--- src/rtl/mem_access_unit.sv ---
// Memory stage: serialises up to two slot memory ops onto one req/ack bus.
// Ports: in_* bundle from execute, dbus_* data bus, wb_* results to writeback.
module mem_access_unit #(
  parameter int DATA_W = 32,
  parameter int ADDR_W = 32
) (
  input  logic                        clk,
  input  logic                        rst,
  input  logic                        in_valid,
  output logic                        in_ready,
  input  logic [1:0]                  slot_valid,
  input  logic [1:0]                  slot_load,
  input  logic [1:0]                  slot_store,
  input  logic [1:0][1:0]             slot_size,
  input  logic [1:0]                  slot_signed,
  input  logic [1:0][ADDR_W-1:0]      slot_addr,
  input  logic [1:0][DATA_W-1:0]      slot_wdata,
  input  logic [1:0][DATA_W-1:0]      slot_result,
  output logic                        dbus_req,
  output logic                        dbus_we,
  output logic [ADDR_W-1:0]           dbus_addr,
  output logic [3:0]                  dbus_be,
  output logic [DATA_W-1:0]           dbus_wdata,
  input  logic                        dbus_ack,
  input  logic [DATA_W-1:0]           dbus_rdata,
  output logic                        wb_valid,
  output logic [1:0]                  wb_slot_valid,
  output logic [1:0][DATA_W-1:0]      wb_data,
  output logic [1:0]                  exc_misaligned
);

  typedef enum logic [1:0] {IDLE, S0, S1, DONE} state_t;

  state_t state, state_n;

  logic [1:0]             ld_q;
  logic [1:0]             st_q;
  logic [1:0][1:0]        sz_q;
  logic [1:0]             sg_q;
  logic [1:0][ADDR_W-1:0] addr_q;
  logic [1:0][DATA_W-1:0] wd_q;
  logic [1:0][DATA_W-1:0] dat_q;
  logic [1:0][DATA_W-1:0] dat_n;
  logic                   need1_q;
  logic [1:0]             exc_q;
  logic [1:0]             cmt_q;

  logic [1:0] is_ld, is_st, mem_op, algn, mis;
  logic [1:0] need, exc_in, cmt_in;
  logic       accept;

  function automatic logic aligned(input logic [1:0] sz,
                                   input logic [1:0] a);
    unique case (sz)
      2'd0:    aligned = 1'b1;
      2'd1:    aligned = ~a[0];
      default: aligned = (a == 2'b00);
    endcase
  endfunction

  assign in_ready = (state == IDLE) && !rst;
  assign accept   = in_valid && in_ready;

  // Classify the incoming bundle; a slot 0 fault kills slot 1.
  always_comb begin
    is_ld  = '0;
    is_st  = '0;
    mem_op = '0;
    algn   = '0;
    mis    = '0;
    for (int s = 0; s < 2; s++) begin
      is_ld[s]  = slot_load[s];
      is_st[s]  = slot_store[s] & ~slot_load[s];
      mem_op[s] = slot_valid[s] & (is_ld[s] | is_st[s]);
      algn[s]   = aligned(slot_size[s], slot_addr[s][1:0]);
      mis[s]    = mem_op[s] & ~algn[s];
    end
    exc_in[0] = mis[0];
    exc_in[1] = mis[1] & ~mis[0];
    need[0]   = mem_op[0] & algn[0];
    need[1]   = mem_op[1] & algn[1] & ~mis[0];
    cmt_in[0] = slot_valid[0] & ~mis[0];
    cmt_in[1] = slot_valid[1] & ~mis[1] & ~mis[0];
  end

  // Bus side is driven from the slot selected by the state.
  logic              cur;
  logic [1:0]        a;
  logic [1:0]        sz;
  logic [DATA_W-1:0] wd;
  logic [DATA_W-1:0] sh;
  logic [DATA_W-1:0] lext;

  assign cur = (state == S1);
  assign a   = addr_q[cur][1:0];
  assign sz  = sz_q[cur];
  assign wd  = wd_q[cur];

  assign dbus_req  = (state == S0) || (state == S1);
  assign dbus_we   = st_q[cur];
  assign dbus_addr = {addr_q[cur][ADDR_W-1:2], 2'b00};

  always_comb begin
    dbus_be    = 4'b1111;
    dbus_wdata = wd;
    unique case (sz)
      2'd0: begin
        dbus_be    = 4'b0001 << a;
        dbus_wdata = {4{wd[7:0]}};
      end
      2'd1: begin
        dbus_be    = 4'b0011 << a;
        dbus_wdata = {2{wd[15:0]}};
      end
      default: ;
    endcase
  end

  always_comb begin
    sh   = dbus_rdata >> {a, 3'b000};
    lext = sh;
    unique case (sz)
      2'd0: lext = {{(DATA_W-8){sg_q[cur] & sh[7]}}, sh[7:0]};
      2'd1: lext = {{(DATA_W-16){sg_q[cur] & sh[15]}}, sh[15:0]};
      default: ;
    endcase
  end

  always_comb begin
    state_n = state;
    unique case (state)
      IDLE:
        if (accept)
          state_n = need[0] ? S0 : (need[1] ? S1 : DONE);
      S0:
        if (dbus_ack) state_n = need1_q ? S1 : DONE;
      S1:
        if (dbus_ack) state_n = DONE;
      DONE:
        state_n = IDLE;
      default:
        state_n = IDLE;
    endcase
  end

  // Slot data: passthrough result, overwritten by load data on ack.
  always_comb begin
    dat_n = dat_q;
    if (accept) dat_n = slot_result;
    if (state == S0 && dbus_ack && ld_q[0]) dat_n[0] = lext;
    if (state == S1 && dbus_ack && ld_q[1]) dat_n[1] = lext;
  end

  always_ff @(posedge clk) begin
    if (rst) begin
      state          <= IDLE;
      ld_q           <= '0;
      st_q           <= '0;
      sz_q           <= '0;
      sg_q           <= '0;
      addr_q         <= '0;
      wd_q           <= '0;
      dat_q          <= '0;
      need1_q        <= 1'b0;
      exc_q          <= '0;
      cmt_q          <= '0;
      wb_valid       <= 1'b0;
      wb_slot_valid  <= '0;
      wb_data        <= '0;
      exc_misaligned <= '0;
    end else begin
      state    <= state_n;
      dat_q    <= dat_n;
      wb_valid <= (state_n == DONE);
      if (accept) begin
        ld_q    <= is_ld;
        st_q    <= is_st;
        sz_q    <= slot_size;
        sg_q    <= slot_signed;
        addr_q  <= slot_addr;
        wd_q    <= slot_wdata;
        need1_q <= need[1];
        exc_q   <= exc_in;
        cmt_q   <= cmt_in;
      end
      if (state_n == DONE) begin
        wb_data        <= dat_n;
        wb_slot_valid  <= accept ? cmt_in : cmt_q;
        exc_misaligned <= accept ? exc_in : exc_q;
      end
    end
  end

endmodule

--- config.mk ---
export PLATFORM = sky130hd
export DESIGN_NAME = mem_access_unit
export DESIGN_NICKNAME = d
export VERILOG_FILES = /design/src/rtl/mem_access_unit.sv
export SDC_FILE = /design/constraint.sdc
export NUM_CORES = 1
export LEC_CHECK = 0
export CELL_PAD_IN_SITES_DETAIL_PLACEMENT = 0
export CELL_PAD_IN_SITES_GLOBAL_PLACEMENT = 1
export CORE_UTILIZATION = 31
export DETAILED_ROUTE_END_ITERATION = 7
export PLACE_DENSITY = 0.78
export SYNTH_ARGS = -nofsm -noshare
export SYNTH_HDL_FRONTEND = slang
export SYNTH_SLANG_ARGS = --single-unit
--- constraint.sdc ---
create_clock -name clk -period 2.25 [get_ports clk]
set_input_delay 0.225 -clock clk [delete_from_list [all_inputs] [get_ports clk]]
set_output_delay 0.225 -clock clk [all_outputs]
set_load 0.005 [all_outputs]
Word level (Yosys, flattened, before mapping)
Cells that the tools add are included.

Flip-flop bits (word level): 278. Input bits: 240. Output and inout port bits: 140. Logic and storage cells: 97.

Magnitude comparators: 1. Equality and inequality tests: 7. Shifts and indexed selects: 3. Mux-type cells: 27. Bitwise operators: 25. Reductions and logical operators: 14.

Operators with widths (count): $mux W32 (6); $pmux W32 S2 (2); $mux W64 (1); $shr A32 B5 Y32 (1); $mux W2 (8); $and A1 B1 Y1 (15); $logic_not A2 Y1 (6); $eq A2 B1 Y1 const B (4); $not A1 Y1 (8); $pmux W2 S4 (1); $pmux W4 S2 (1); $eq A2 B2 Y1 const B (3); $logic_and A1 B1 Y1 (6); $mux W1 (6); $pmux W1 S2 (2); $shl A1 B2 Y4 const A (1); $shl A2 B2 Y4 const A (1); $lt A1 B2 Y1 const B (1); $or A1 B1 Y1 (2); $logic_not A1 Y1 (1); $logic_or A1 B1 Y1 (1).

Longest topological paths before layout
Gate-level depths: netlist (run 1).

Depth after elaboration: 12. Gate-level depth with buffers: 11. Mapped depth without buffers: 8.

Least setup slack after synthesis (run 1)
No wires, ideal clock.

Path type: register -> output. From: register state[0]. To: output port dbus_wdata[18]. Arrival time: 2054 ps. Slack: -29 ps. Cell stages (with the launch flop): 10. Cell sequence: dfxtp_1 inv_1 ha_1 buf_4 buf_2 buf_2 a21oi_1 clkbuf_1 nand2_1 o21ai_0.

Cells in the longest elaborated chain, start to end: 5. Elaborated cells between the ends (all ways): 8. Classes of those cells: eq/ne: 2; mux: 5; reduce/logical: 1.

RTL lines: from (decl) (line 34) `state_t state, state_n;`; from (signal assigned) (line 172) `state <= state_n;`; $eq A2 B2 Y1 * (line 94) `assign cur = (state == S1);`; $mux W2 (not written as such) (2 in a row) (line 96) `assign sz = sz_q[cur];`; $eq A2 B1 Y1 or $logic_not A2 Y1 (tied branches) (line 106) `unique case (sz)`; $pmux W32 S2 * (line 106); to (decl) (line 23) `output logic [DATA_W-1:0] dbus_wdata,`.

Mark *: on every way between the ends. The rest lies on a longest branch, timed or not. The select of a mux whose other input is x is not followed.

Worst setup path after layout (run 1)
From: register state[0]. To: output port dbus_be[2].

Cells in the longest elaborated chain, start to end: 5. Elaborated cells between the ends (all ways): 10. Classes of those cells: eq/ne: 2; shift: 2; mux: 5; reduce/logical: 1.

RTL lines: $eq A2 B2 Y1 * (line 94); $mux W32 or $mux W2 (tied branches) (2 in a row); $shl A2 B2 Y4 (tied with other cells) (line 112) `dbus_be = 4'b0011 << a;`; $pmux W4 S2 * (line 106); to (decl) (line 22) `output logic [3:0] dbus_be,`.

Marked as above.

==> results of run 1 <==
## flip-flops by register name, summed over array words and instances (netlist names), 4 cells and up
| signal | count |
|---|---|
| addr_q | 64 |
| wb_data | 64 |
| sz_q | 4 |
| wd_q | 64 |
| dat_q | 64 |
## layer usage
metal	up-vias	track usage, %
met5	-	0
met4	6	8.94
met3	90	7.61
met2	504	38.8
met1	6374	28.2
li1	6380	-
## layout make-up
class	count	area, um^2	share of cell area, %
Tap cell	525	657	3.11
Clock buffer	47	940	4.45
Timing Repair Buffer	582	6120	29.0
Multi-Input combinational cell	1176	7720	36.5
Inverter	6	22.5	0.107
Clock inverter	10	96.3	0.456
Antenna cell	5	12.5	0.0592
Sequential cell	278	5570	26.3
## worst paths after layout
check	cells past startpoint	endpoint	start
hold reg to reg	2	st_q[1]	st_q[1]
setup reg to reg	14	wb_data[3]	state[0]
hold / removal	3	addr_q[59]	slot_addr[59]
setup / recovery	9	dbus_be[2]	state[0]
## tightest hold or removal path, cell delays in order
cell and delay [ps]:
clkdlybuf4s50_1 390, nand2_1 50, nand2_1 40
## layout by cell type, fill, tap and decap left out, types with 41 or more instances in the layout
master | netlist | routed
a21oi_1 | 75 | 49
dfxtp_1 | 278 | 276
nor2_1 | 72 | 59
clkdlybuf4s50_1 | 0 | 308
nand3_1 | 42 | 41
nand2_1 | 472 | 459
buf_6 | 2 | 78
buf_4 | 5 | 88
clkbuf_16 | 0 | 45
nand3b_1 | 170 | 170
## repair_timing
item | 4_1_cts | 5_1_grt
resized for setup | 519 | 196
endpoints found under the setup margin | 148 | 195
buffers inserted | 70 | 31
hold buffers | 0 | 0
pin swaps | 86 | 43
gates cloned | 13 | 13
## per-stage QoR
stage          setup WS (ps)  TNS (ps)
2_1_floorplan          -28.8      -947
3_3_place_gp            -132     -7040
3_5_place_dp            -176     -9310
4_1_cts                 -270    -14620
5_1_grt                 -321    -31460
6_report                -238    -18240
## cell families (layout without fill, tap and decap cells)
kind of cell	after synthesis	after routing	synth area share, %
other	1	7	0.0297
AO/OA/AOI/OAI	280	280	13.4
buffers and inverters	134	645	4.45
flip-flops	278	278	44.1
AND/OR/NAND/NOR	818	818	31.5
adder cells (fa/ha/maj)	4	4	0.397
multiplexers	72	72	6.13
## where the power goes
part           internal, mW  switching, mW
registers              5.78          0.489
clock network          3.04           2.19
logic                  5.33           4.95
==> summary.md, run 1 <==
| Metric | Value |
|---|---|
| Final hold viol count | 0 |
| Finished layout cell area | 0.0211 mm^2 |
| Detailed-route via count | 13354 |
| Width of the die | 204 um |
| Total global routing overflow | 0 |
| Starting DRT DRC Count | 759 |
| CP max stage delay | 350 ps |
| Initial Util | 31.6% |
| CP max FO | 4 |
| Die Y | 204 um |
| Number of synthesized flops with an enable pin | 0 |
| Maxcap violations | 0 |
| Synth warnings | 0 |
| Ordered list of cells on the worst path | inv_2 > ha_4 > buf_6 > buf_6 > nand2b_4 > nand2_4 > or3_1 > o211ai_1 > buf_2 |
| H-Tree Depth | 2 |
| Worst path slowest cell | or3_1 |
| Worst vdd ir | 607 uV |
| Worst EP arrival | 2260 ps |
| Initial antenna violation count | 8 |
| Status | finished with violations |
| Final Cycle Share | 111% |
| Reg clk slew, reported paths | 60 ps |
| Sequential area share after synthesis | 44.1% |
| Synthesized area | 0.0126 mm^2 |
| Wire length on met2 | 25100 um |
| DRC viols | 0 |
| Slew HR | 29.7% |
| Core area | 0.0399 mm^2 |
| Fin crit period | 2490 ps |
| Synth unique cells | 50 |
| Asr flop ratio synth | 0% |
| First-pass GRT wire length | 75800 um |
| Final slew viol count | 0 |
| Fill count | 3667 |
| Dpl hpwl | 32700 um |
| Setup ws final | -238 ps |
| Crit path required time | 2030 ps |
| Vias in the first global route | 13220 |
| Clk sinks | 278 |
| Fmax | 402 MHz |
| Top Metal Used | met5 |
| DR WL met3 | 4890 um |
| Layout cells sized above 1 | 25.3% |
| Final Non-Filler Cells | 2629 |
| Most used cell, CP | buf_6 |
| Critical Path Sink Type | primary output |
| Startpoint type of the worst setup path | flop |
| Setup slack, reg-to-reg | -230 ps |
| Drt first pass iters | 5 |
| Cts bufs inserted | 34 |
| Layout area overhead | 67.6% |
| Wire length on met1 | 20800 um |
| RSZ-0062 raised after global routing | yes |
| Placed insts | 2467 |
| Setup CP Type | flop to primary output |
| Least-Margin Pin Slew | 1050 ps |
| Cell count after synthesis | 1587 |
| CP Buf/Inv Count | 4 |
| Setup violations, final | 158 |
| Root Driver | clkbuf_16 |
| WL final | 52300 um |
| Rows | 73 |
| Static leakage | 8.81 nW |
| Die Area | 0.0415 mm^2 |
| Synth top cells by count | 472 x nand2_1, 278 x dfxtp_1, 170 x nand3b_1 |
| Cell taking the most area after synthesis | dfxtp_1 |
| Pin count of the biggest net entering global routing | 109 |
| Cell family with most CP delay | simple AND/OR/NAND/NOR gates |
| Synth Area per Inst | 7.94 um^2 |
| Top-area cell type share of the netlist area | 44.1% |
| CTS tree | done |
| Boundary Pins | 380 |
| Placed Area | 0.0175 mm^2 |
| #FFs+latches synth | 278 |
| Min Hold Slack | 211 ps |
| Primary FF master, synth | dfxtp_1 |
| Antenna Nets Post-Route | 0 |
| Worst Hold Class | primary input to flop |
| Count leader, synth | nand2_1 |
| Power Density | 1030 mW/mm^2 |
| Max Clock Skew | 10.4 ps |
| Routed WL per cell | 19.9 um |
| Clk_lat worst skew | 540 ps |
| Final nets | 2322 |
| Vias per Instance | 5.08 |
| Largest cells by area after synthesis | dfxtp_1 44%, nand2_1 14%, nand3b_1 10%, mux2_2 3.5%, o21ai_0 3.3% |
| Total power | 21.8 mW |
| Total track usage | 23.5% |
| Final Core Density | 52.9% |
| IO buf count | 377 |
| Failing checks | negative setup slack |
| Max Root-Sink Buffers | 3 |
| Gpl congestion | 0.846 |
Power figures use the tool's default switching activity.
==> run 2: changes to the inputs <==
--- a/config.mk
+++ b/config.mk
@@ -5,11 +5,13 @@
 export SDC_FILE = /design/constraint.sdc
 export NUM_CORES = 1
 export LEC_CHECK = 0
+export ABC_AREA = 1
 export CELL_PAD_IN_SITES_DETAIL_PLACEMENT = 0
 export CELL_PAD_IN_SITES_GLOBAL_PLACEMENT = 1
-export CORE_UTILIZATION = 31
+export CORE_UTILIZATION = 30
 export DETAILED_ROUTE_END_ITERATION = 7
 export PLACE_DENSITY = 0.78
+export SLEW_MARGIN = 20
 export SYNTH_ARGS = -nofsm -noshare
 export SYNTH_HDL_FRONTEND = slang
 export SYNTH_SLANG_ARGS = --single-unit
==> summary.md, run 2 <==
| Metric | Value |
|---|---|
| Largest family of logic cells by synthesized area | simple AND/OR/NAND/NOR gates |
| Synth top cells by count | 579 x nand2_1, 278 x dfxtp_1, 193 x o21ai_0 |
| CP max stage delay | 340 ps |
| Vias per Instance | 4.74 |
| Failing checks | negative setup slack |
| Reg clk slew, reported paths | 60 ps |
| Count leader, synth | nand2_1 |
| Compound-cell area share of the yosys netlist | 17.0% |
| #FFs+latches synth | 278 |
| Primary FF master, synth | dfxtp_1 |
| Number of synthesized flops with an enable pin | 0 |
| Setup violations, final | 48 |
| Max Clock Skew | 13.2 ps |
| Routed WL per cell | 17.9 um |
| Critical Path Sink Type | primary output |
| Setup CP Type | flop to primary output |
| Adder-cell share of the synthesized area | 0.384% |
| Max Root-Sink Buffers | 3 |
| Least-Margin Pin Slew | 974 ps |
| Layout area overhead | 58.0% |
| Post-Synth Simple-Gate Area | 30.6% |
| Synth warnings | 0 |
| Total track usage | 22.4% |
| Total global routing overflow | 0 |
| DRC viols | 0 |
| Xor-xnor portion of the synthesized cell area | 0% |
| Min Hold Slack | 181 ps |
| Placed Area | 0.0179 mm^2 |
| Rows | 76 |
| Final Cycle Share | 107% |
| Core area | 0.0430 mm^2 |
| CTS tree | done |
| Pin count of the biggest net entering global routing | 204 |
| Cell count after synthesis | 1912 |
| Detailed-route via count | 14079 |
| Worst Hold Class | primary input to flop |
| Cts bufs inserted | 34 |
| Fin crit period | 2400 ps |
| Worst vdd ir | 532 uV |
| Wire length on met1 | 22700 um |
| Top Metal Used | met5 |
| Initial Util | 30.3% |
| Antenna Nets Post-Route | 0 |
| Cell family with most CP delay | buffers and inverters |
| Most used cell, CP | buf_6 |
| Status | finished with violations |
| Commonest cells after routing, fill and taps aside | 545 x nand2_1, 307 x clkdlybuf4s50_1, 276 x dfxtp_1 |
| Synth unique cells | 32 |
| Vias in the first global route | 13581 |
| Wire length on met2 | 25000 um |
| Final hold viol count | 0 |
| Final nets | 2605 |
| Starting DRT DRC Count | 815 |
| Clk_lat worst skew | 540 ps |
| Synthesized area | 0.0130 mm^2 |
| Root Driver | clkbuf_16 |
| DR WL met3 | 4530 um |
| Ordered list of cells on the worst path | inv_2 > ha_4 > buf_6 > clkbuf_16 > o21ai_4 > buf_6 > buf_4 > nor2_4 > a31oi_4 > buf_2 |
| Final slew viol count | 0 |
| Dpl hpwl | 34500 um |
| Clk sinks | 278 |
| Fmax | 417 MHz |
| Gpl congestion | 0.883 |
| RSZ-0062 raised after global routing | yes |
| Boundary Pins | 380 |
| Static leakage | 9.21 nW |
| Top-area cell type share of the netlist area | 42.7% |
| First-pass GRT wire length | 76500 um |
| Layout cells sized above 1 | 19.1% |
| Asr flop ratio synth | 0% |
| Power Density | 1170 mW/mm^2 |
| H-Tree Depth | 2 |
| Setup ws final | -147 ps |
| Crit path required time | 2030 ps |
| Slew HR | 35.1% |
| Cell taking the most area after synthesis | dfxtp_1 |
| Finished layout cell area | 0.0206 mm^2 |
| WL final | 53300 um |
| IO buf count | 377 |
| Startpoint type of the worst setup path | flop |
| Leading cell type in the layout, fill and taps excluded | nand2_1 |
| Width of the die | 210 um |
| Drt first pass iters | 5 |
| Die Y | 210 um |
| CP Buf/Inv Count | 6 |
| Largest cells by area after synthesis | dfxtp_1 43%, nand2_1 17%, o21ai_0 7.4%, a21oi_1 5.0%, nor2_1 5.0% |
| Sequential area share after synthesis | 42.7% |
| Maxcap violations | 0 |
| Synth Area per Inst | 6.82 um^2 |
| Worst EP arrival | 2170 ps |
| Mux cell area share after synthesis | 0% |
| Initial antenna violation count | 6 |
| CP max FO | 8 |
| Die Area | 0.0443 mm^2 |
| Worst path slowest cell | dfxtp_2 |
-- run 2: changes by cell type after synthesis, sizes merged, moves of 102 or more --
cell / delta
nand2: +121
nand3: +102
nor2: +105
o21ai: +111
inv: +150
nand3b: -171
-- run 2: kinds of logic after synthesis --
logic type | count (synthesis)
simple gates | 938
compound gates | 404
buf+inv | 287
flops | 278
fa+ha+maj | 4
other cells | 1
-- run 2: timing repair --
action,in CTS,in global routing
pin swaps,22,36
hold buffers,0,0
cloned,5,15
endpoints found under the setup margin,109,173
resized for setup,384,142
setup buffers,49,21
-- run 2: worst paths after layout --
check,end,slack (ps),startpoint,cells past startpoint
setup / recovery,dbus_wdata[19],-150,state[0],10
hold / removal,dat_q[2],180,rst,3
setup reg to reg,wb_data[22],-10,state[0],14
hold reg to reg,wd_q[15],450,wd_q[15],2
-- run 2: power by group --
group          total, mW  internal [mW]  switching (mW)
combinational       11.6           5.65            5.97
sequential          6.75           6.15           0.599
clock               5.83           3.57            2.26
total               24.2           15.4            8.83
-- run 2: worst reg2reg max path: stages (launching register included) --
cell and delay (ps):
dfxtp_2 330, inv_2 70, ha_4 210, buf_4 280, nand2_1 140, o21ai_4 100, buf_4 180, nand3_2 130
nand3_4 130, buf_12 160, nand3_2 110, nand2_2 110, nand2_1 50, nor2_1 100, nor2_1 50
-- run 2: final cells by class --
class / count / area (um^2)
diodes: 2 / 5.00
clock buffers: 45 / 996
clock inverters: 13 / 175
fillers: 4363 / 22400
inverters: 156 / 613
multi-input cells: 1349 / 6960
flip-flops and latches: 278 / 5570
well taps: 585 / 732
repair buffers: 542 / 5560
-- run 2: metrics by stage --
step / setup slack, ps / utilization, % / setup TNS [ps] / power [mW] / std cells
finish: -147 / 47.9 / -2390 / 24.2 / 2970
global route: -231 / 47.9 / -13320 / 25.7 / 2968
CTS: -243 / 46.0 / -4330 / 23.2 / 2941
detailed placement: -220 / 41.6 / -2120 / 16.1 / 2835
global placement: -286 / 41.6 / -2960 / 16.1 / 2835
floorplan: 294 / - / 0 / 11.5 / 1913
-- run 2: per-layer routing --
metal / vias up / track usage [%]
met1: 6526 / 27.3
met2: 461 / 37.7
li1: 7010 / -
met4: 8 / 5.37
met5: - / 0
met3: 74 / 7.48
